`config.mk`:
```
export PLATFORM = sky130hd
export DESIGN_NAME = bin2bcd_20b_flat
export DESIGN_NICKNAME = d
export VERILOG_FILES = /design/src/rtl/bin2bcd_20b_pkg.sv /design/src/rtl/bin2bcd_20b_if.sv /design/src/rtl/bin2bcd_20b_bcd_add3.sv /design/src/rtl/bin2bcd_20b.sv /design/src/flat_wrapper.sv
export SDC_FILE = /design/constraint.sdc
export NUM_CORES = 1
export LEC_CHECK = 0
export ABC_AREA = 0
export BUFFER_PORTS_ARGS = -buffer_cell sky130_fd_sc_hd__buf_4
export CAP_MARGIN = 20
export CORE_MARGIN = 2
export CORE_UTILIZATION = 55
export CTS_CLUSTER_DIAMETER = 150
export CTS_CLUSTER_SIZE = 8
export DETAILED_ROUTE_END_ITERATION = 10
export PLACE_DENSITY = 0.8
export SKIP_LAST_GASP = 1
export SLEW_MARGIN = 20
export SYNTH_ARGS = -nofsm -noshare
export SYNTH_HDL_FRONTEND = slang
export SYNTH_HIERARCHICAL = 1
export SYNTH_SLANG_ARGS = --single-unit
```
`constraint.sdc`:
```
create_clock -name clk -period 2.62 [get_ports clk]
set_input_delay 0.524 -clock clk [delete_from_list [all_inputs] [get_ports clk]]
set_output_delay 0.524 -clock clk [all_outputs]
set_load 0.01 [all_outputs]
```
`src/rtl/bin2bcd_20b_pkg.sv`:
```
// Shared constants and state encoding for the binary-to-BCD converter.
package bin2bcd_20b_pkg;

    localparam int W_DEF      = 20;
    localparam int DIGITS_DEF = 7;
    localparam int DIGIT_W    = 4;

    typedef enum logic [1:0] {
        IDLE  = 2'd0,
        SHIFT = 2'd1,
        DONE  = 2'd2
    } state_t;

endpackage

```
`src/rtl/bin2bcd_20b_if.sv`:
```
// Start/busy/done handshake and data bus between calculator control and converter.
interface bin2bcd_20b_if
    import bin2bcd_20b_pkg::*;
#(
    parameter int W      = W_DEF,
    parameter int DIGITS = DIGITS_DEF
);
    logic                        start;
    logic [W-1:0]                bin;
    logic                        busy;
    logic                        done;
    logic [DIGIT_W*DIGITS-1:0]   bcd;

    modport master (output start, output bin, input busy, input done, input bcd);
    modport slave  (input start, input bin, output busy, output done, output bcd);
endinterface

```
`src/rtl/bin2bcd_20b_bcd_add3.sv`:
```
// Single BCD digit adjust for double dabble: add 3 when the digit is 5 or more.
module bcd_add3
    import bin2bcd_20b_pkg::*;
(
    input  logic [DIGIT_W-1:0] din,
    output logic [DIGIT_W-1:0] dout
);

    // Pre-shift correction so the digit carries correctly after doubling
    always_comb begin
        dout = din;
        if (din >= DIGIT_W'(5)) begin
            dout = din + DIGIT_W'(3);
        end
    end

endmodule

```
`src/rtl/bin2bcd_20b.sv`:
```
// Sequential shift-add-3 binary-to-BCD converter, one input bit per clock.
module bin2bcd_20b
    import bin2bcd_20b_pkg::*;
#(
    parameter int W      = W_DEF,
    parameter int DIGITS = DIGITS_DEF
)(
    input  logic          clk,
    input  logic          rst_n,
    bin2bcd_20b_if.slave  bus
);

    localparam int BW = DIGIT_W * DIGITS;
    localparam int CW = (W > 1) ? $clog2(W) : 1;

    state_t          state;
    logic [BW+W-1:0] work;
    logic [CW-1:0]   cnt;
    logic            busy_q;
    logic            done_q;
    logic [BW-1:0]   bcd_q;

    logic [BW-1:0]   digit_adj;
    logic [BW+W-1:0] shifted;

    for (genvar d = 0; d < DIGITS; d++) begin : g_digit
        bcd_add3 u_add3 (
            .din  (work[W + d*DIGIT_W +: DIGIT_W]),
            .dout (digit_adj[d*DIGIT_W +: DIGIT_W])
        );
    end

    // Adjusted digits plus untouched binary field, shifted left one place
    always_comb begin
        shifted = '0;
        shifted = {digit_adj[BW-2:0], work[W-1:0], 1'b0};
    end

    // Control FSM with working register, bit counter and registered outputs
    always_ff @(posedge clk or negedge rst_n) begin
        if (!rst_n) begin
            state  <= IDLE;
            work   <= '0;
            cnt    <= '0;
            busy_q <= 1'b0;
            done_q <= 1'b0;
            bcd_q  <= '0;
        end else begin
            case (state)
                IDLE, DONE: begin
                    done_q <= 1'b0;
                    if (bus.start) begin
                        work[BW+W-1:W] <= '0;
                        work[W-1:0]    <= bus.bin;
                        cnt            <= '0;
                        busy_q         <= 1'b1;
                        state          <= SHIFT;
                    end else begin
                        busy_q <= 1'b0;
                        state  <= IDLE;
                    end
                end
                SHIFT: begin
                    work <= shifted;
                    cnt  <= cnt + 1'b1;
                    // Old count W-1 means this edge performs the W-th shift
                    if (cnt == CW'(W - 1)) begin
                        bcd_q  <= shifted[BW+W-1:W];
                        busy_q <= 1'b0;
                        done_q <= 1'b1;
                        state  <= DONE;
                    end
                end
                default: begin
                    busy_q <= 1'b0;
                    done_q <= 1'b0;
                    state  <= IDLE;
                end
            endcase
        end
    end

    assign bus.busy = busy_q;
    assign bus.done = done_q;
    assign bus.bcd  = bcd_q;

endmodule

```
`src/flat_wrapper.sv`:
```
// flat-port wrapper written by rule: the top's interface ports become plain ports
module bin2bcd_20b_flat import bin2bcd_20b_pkg::*;
#(
    parameter int W      = W_DEF,
    parameter int DIGITS = DIGITS_DEF
)
  (clk, rst_n, bus_start, bus_bin, bus_busy, bus_done, bus_bcd);
  bin2bcd_20b_if #(.W(W), .DIGITS(DIGITS)) bus_i ();
  input  logic clk;
  input  logic rst_n;
  input wire logic [$bits(bus_i.start)-1:0] bus_start;
  input wire logic [$bits(bus_i.bin)-1:0] bus_bin;
  output wire logic [$bits(bus_i.busy)-1:0] bus_busy;
  output wire logic [$bits(bus_i.done)-1:0] bus_done;
  output wire logic [$bits(bus_i.bcd)-1:0] bus_bcd;
  assign bus_i.start = bus_start;
  assign bus_i.bin = bus_bin;
  assign bus_busy = bus_i.busy;
  assign bus_done = bus_i.done;
  assign bus_bcd = bus_i.bcd;
  bin2bcd_20b #(.W(W), .DIGITS(DIGITS)) u_core (.clk(clk), .rst_n(rst_n), .bus(bus_i));
endmodule
```
==> impl_metrics.toml <==
[clocking]
post_cts_resized = 0
cts_made_buffers = 9
clock_sinks = 84
cts_root_buf = "clkbuf_8"
insertion_delay_ns = 0.36
cts_tree = "built"
clk_path_buf_depth = 2
holdBufCountCts = 0
cts_setup_buffers = 0
clk_pin_slew_worst_paths_ns = 0.08
cts_max_level = 3

[finish]
fill_cells = 511
regArea_um2 = 2100
fin_util = 0.683
nets = 419
finalInstanceArea_um2 = 4690
area_delta_synth_final_pct = 18.8
multi_input_area_um2 = 1710
layout-drive-gt1-share = 0.295
diodes = 0

[power]
ir_drop_v = 0.000703
p_seq_frac = 0.382
leakagePower_nw = 2.48
combinationalPowerShare = 0.438
p_clk_frac = 0.181
internal_power_mw = 3.86
power_switching_mw = 2.11
power_density_nw_per_um2 = 1270
p_total_mw = 5.97
p_sw_frac = 0.354

[job]
cap_violations = 0

[routing]
detail-route-antenna-nets = 0
top_layer = "met4"
drtIter0Drc = 130
via_per_inst = 5.54
routed_wl_mm = 7.27
wl_met3_um = 351
wl_met1_mm = 3.29
wl_met2_mm = 3.53
routedWlPerCell_um = 15.1
drc = 0
drt-pass1-iter-count = 4
vias = 2669

[worst_setup_path]
slowest_delay_ns = 0.50
worst-endpoint-required_ns = 2.86
critPathMaxFanout = 10
slowest_stage = "nand4_1"
crit_buf_inv = 1
cp_cell_sequence = "ha_1, nand4_1, buf_4, mux2_4"
critPathTopFamily = "simple AND/OR/NAND/NOR gates"
crit_arrival_ns = 2.22
cp-start-kind = "flop"
worst_setup_path_end_kind = "flop"
crit_type = "flop to flop"

[sta]
clock_skew_ns = 0.00966
period_needed_ns = 1.98
tns_ns = 0
setup_viol = 0
rsz0062_at_grt = "false"
max_slew_margin = 0.602
worst_pin_slew_ns = 0.595
drv_slew = 0
max_clock_freq_ghz = 0.506
fin_hold_ws_ns = 0.165
finalCritPeriodShare = 0.754
hold_violations = 0

[global_routing]
grt_pass1_wl_mm = 12.6
antenna_found_initial = 0
grt.total_usage = 0.207
first_global_vias = 2689
grt-ovfl-total = 0
grt_max_degree = 51

[yosys]
avgSynthCellArea_um2 = 12.1
syn_inst = 326
syn_area_um2 = 3950
synth_nets = 364
ys_warn_count = 6

[floorplan]
initial_core_util = 0.575
die_w_um = 88.7
dieArea_um2 = 7870
coreArea_um2 = 6870
placementRows = 30
ioPinCount = 53
die_h_um = 88.7

[placed_design]
portBuffers = 52
post_dp_cell_area_um2 = 4440
gp_congestion = 0.737
dp_hpwl_mm = 4.98

[worst_hold_path]
hold_class = "input port to asynchronous set/reset pin"

[status]
outcome = "completed"
through the flow:
step | worst slack [ns] | std cells
2_1_floorplan | 1.11 | 326
3_3_place_gp | 0.603 | 465
3_5_place_dp | 0.555 | 465
4_1_cts | 0.534 | 481
5_1_grt | 0.531 | 482
6_report | 0.644 | 482
path summary, 6_finish.rpt:
check                                      from            endpoint  slack (ns)  depth (start not counted)
worst max-delay path              u_core/cnt[0]  u_core/bus.bcd[20]        0.64                          4
worst min-delay path                      rst_n  u_core/bus.bcd[15]        0.16                          1
worst max register to register    u_core/cnt[0]  u_core/bus.bcd[20]        0.64                          4
worst min register to register  u_core/work[14]     u_core/work[14]        0.48                          1
max in group asynchronous                 rst_n     u_core/work[33]        1.82                          2
min in group clk                     bus_bin[0]      u_core/work[0]        0.41                          2
layout by cell type (no fill, tap or decap), drive strengths merged:
cell type  count
xnor2          7
nand2         29
and2b          1
bufinv         3
mux2i         10
a31o           1
nor2b          2
buf           61
dfrtp         84
clkinv         2
clkbuf        11
nor2           9
nand2b        14
nand3          1
mux2          29
a22o          50
o21ai         12
a21o          20
inv           15
ha            15
nand4          3
a21oi          7
per-layer routing:
layer	up-vias	global-route usage
met3	8	0.0532
met2	62	0.316
met4	0	0.0620
li1	1273	-
met1	1326	0.294
met5	-	0
registers in the layout, summed over array words and instances, names as in the netlist:
signal,flops
u_core/bus.bcd,28
u_core/cnt,5
u_core/state,2
u_core/work,48
u_core/bus.busy,1
power groups by stage:
stage	Combinational (mW)	Clock, mW	Sequential (mW)
6_report	2.61	1.08	2.28
5_1_grt	2.93	1.15	2.35
4_1_cts	2.61	1.10	2.28
3_5_place_dp	2.60	0	2.29
3_3_place_gp	2.48	0	2.27
2_1_floorplan	1.89	0	2.26
layout make-up:
class / instances / share of cell area
flip-flops and latches: 84 / 0.448
multi-input cells: 210 / 0.365
repair buffers: 61 / 0.100
clock buffers: 11 / 0.0280
well taps: 96 / 0.0256
clock inverters: 5 / 0.0213
inverters: 15 / 0.0120
No activity file was read; power rests on OpenSTA's default activity.
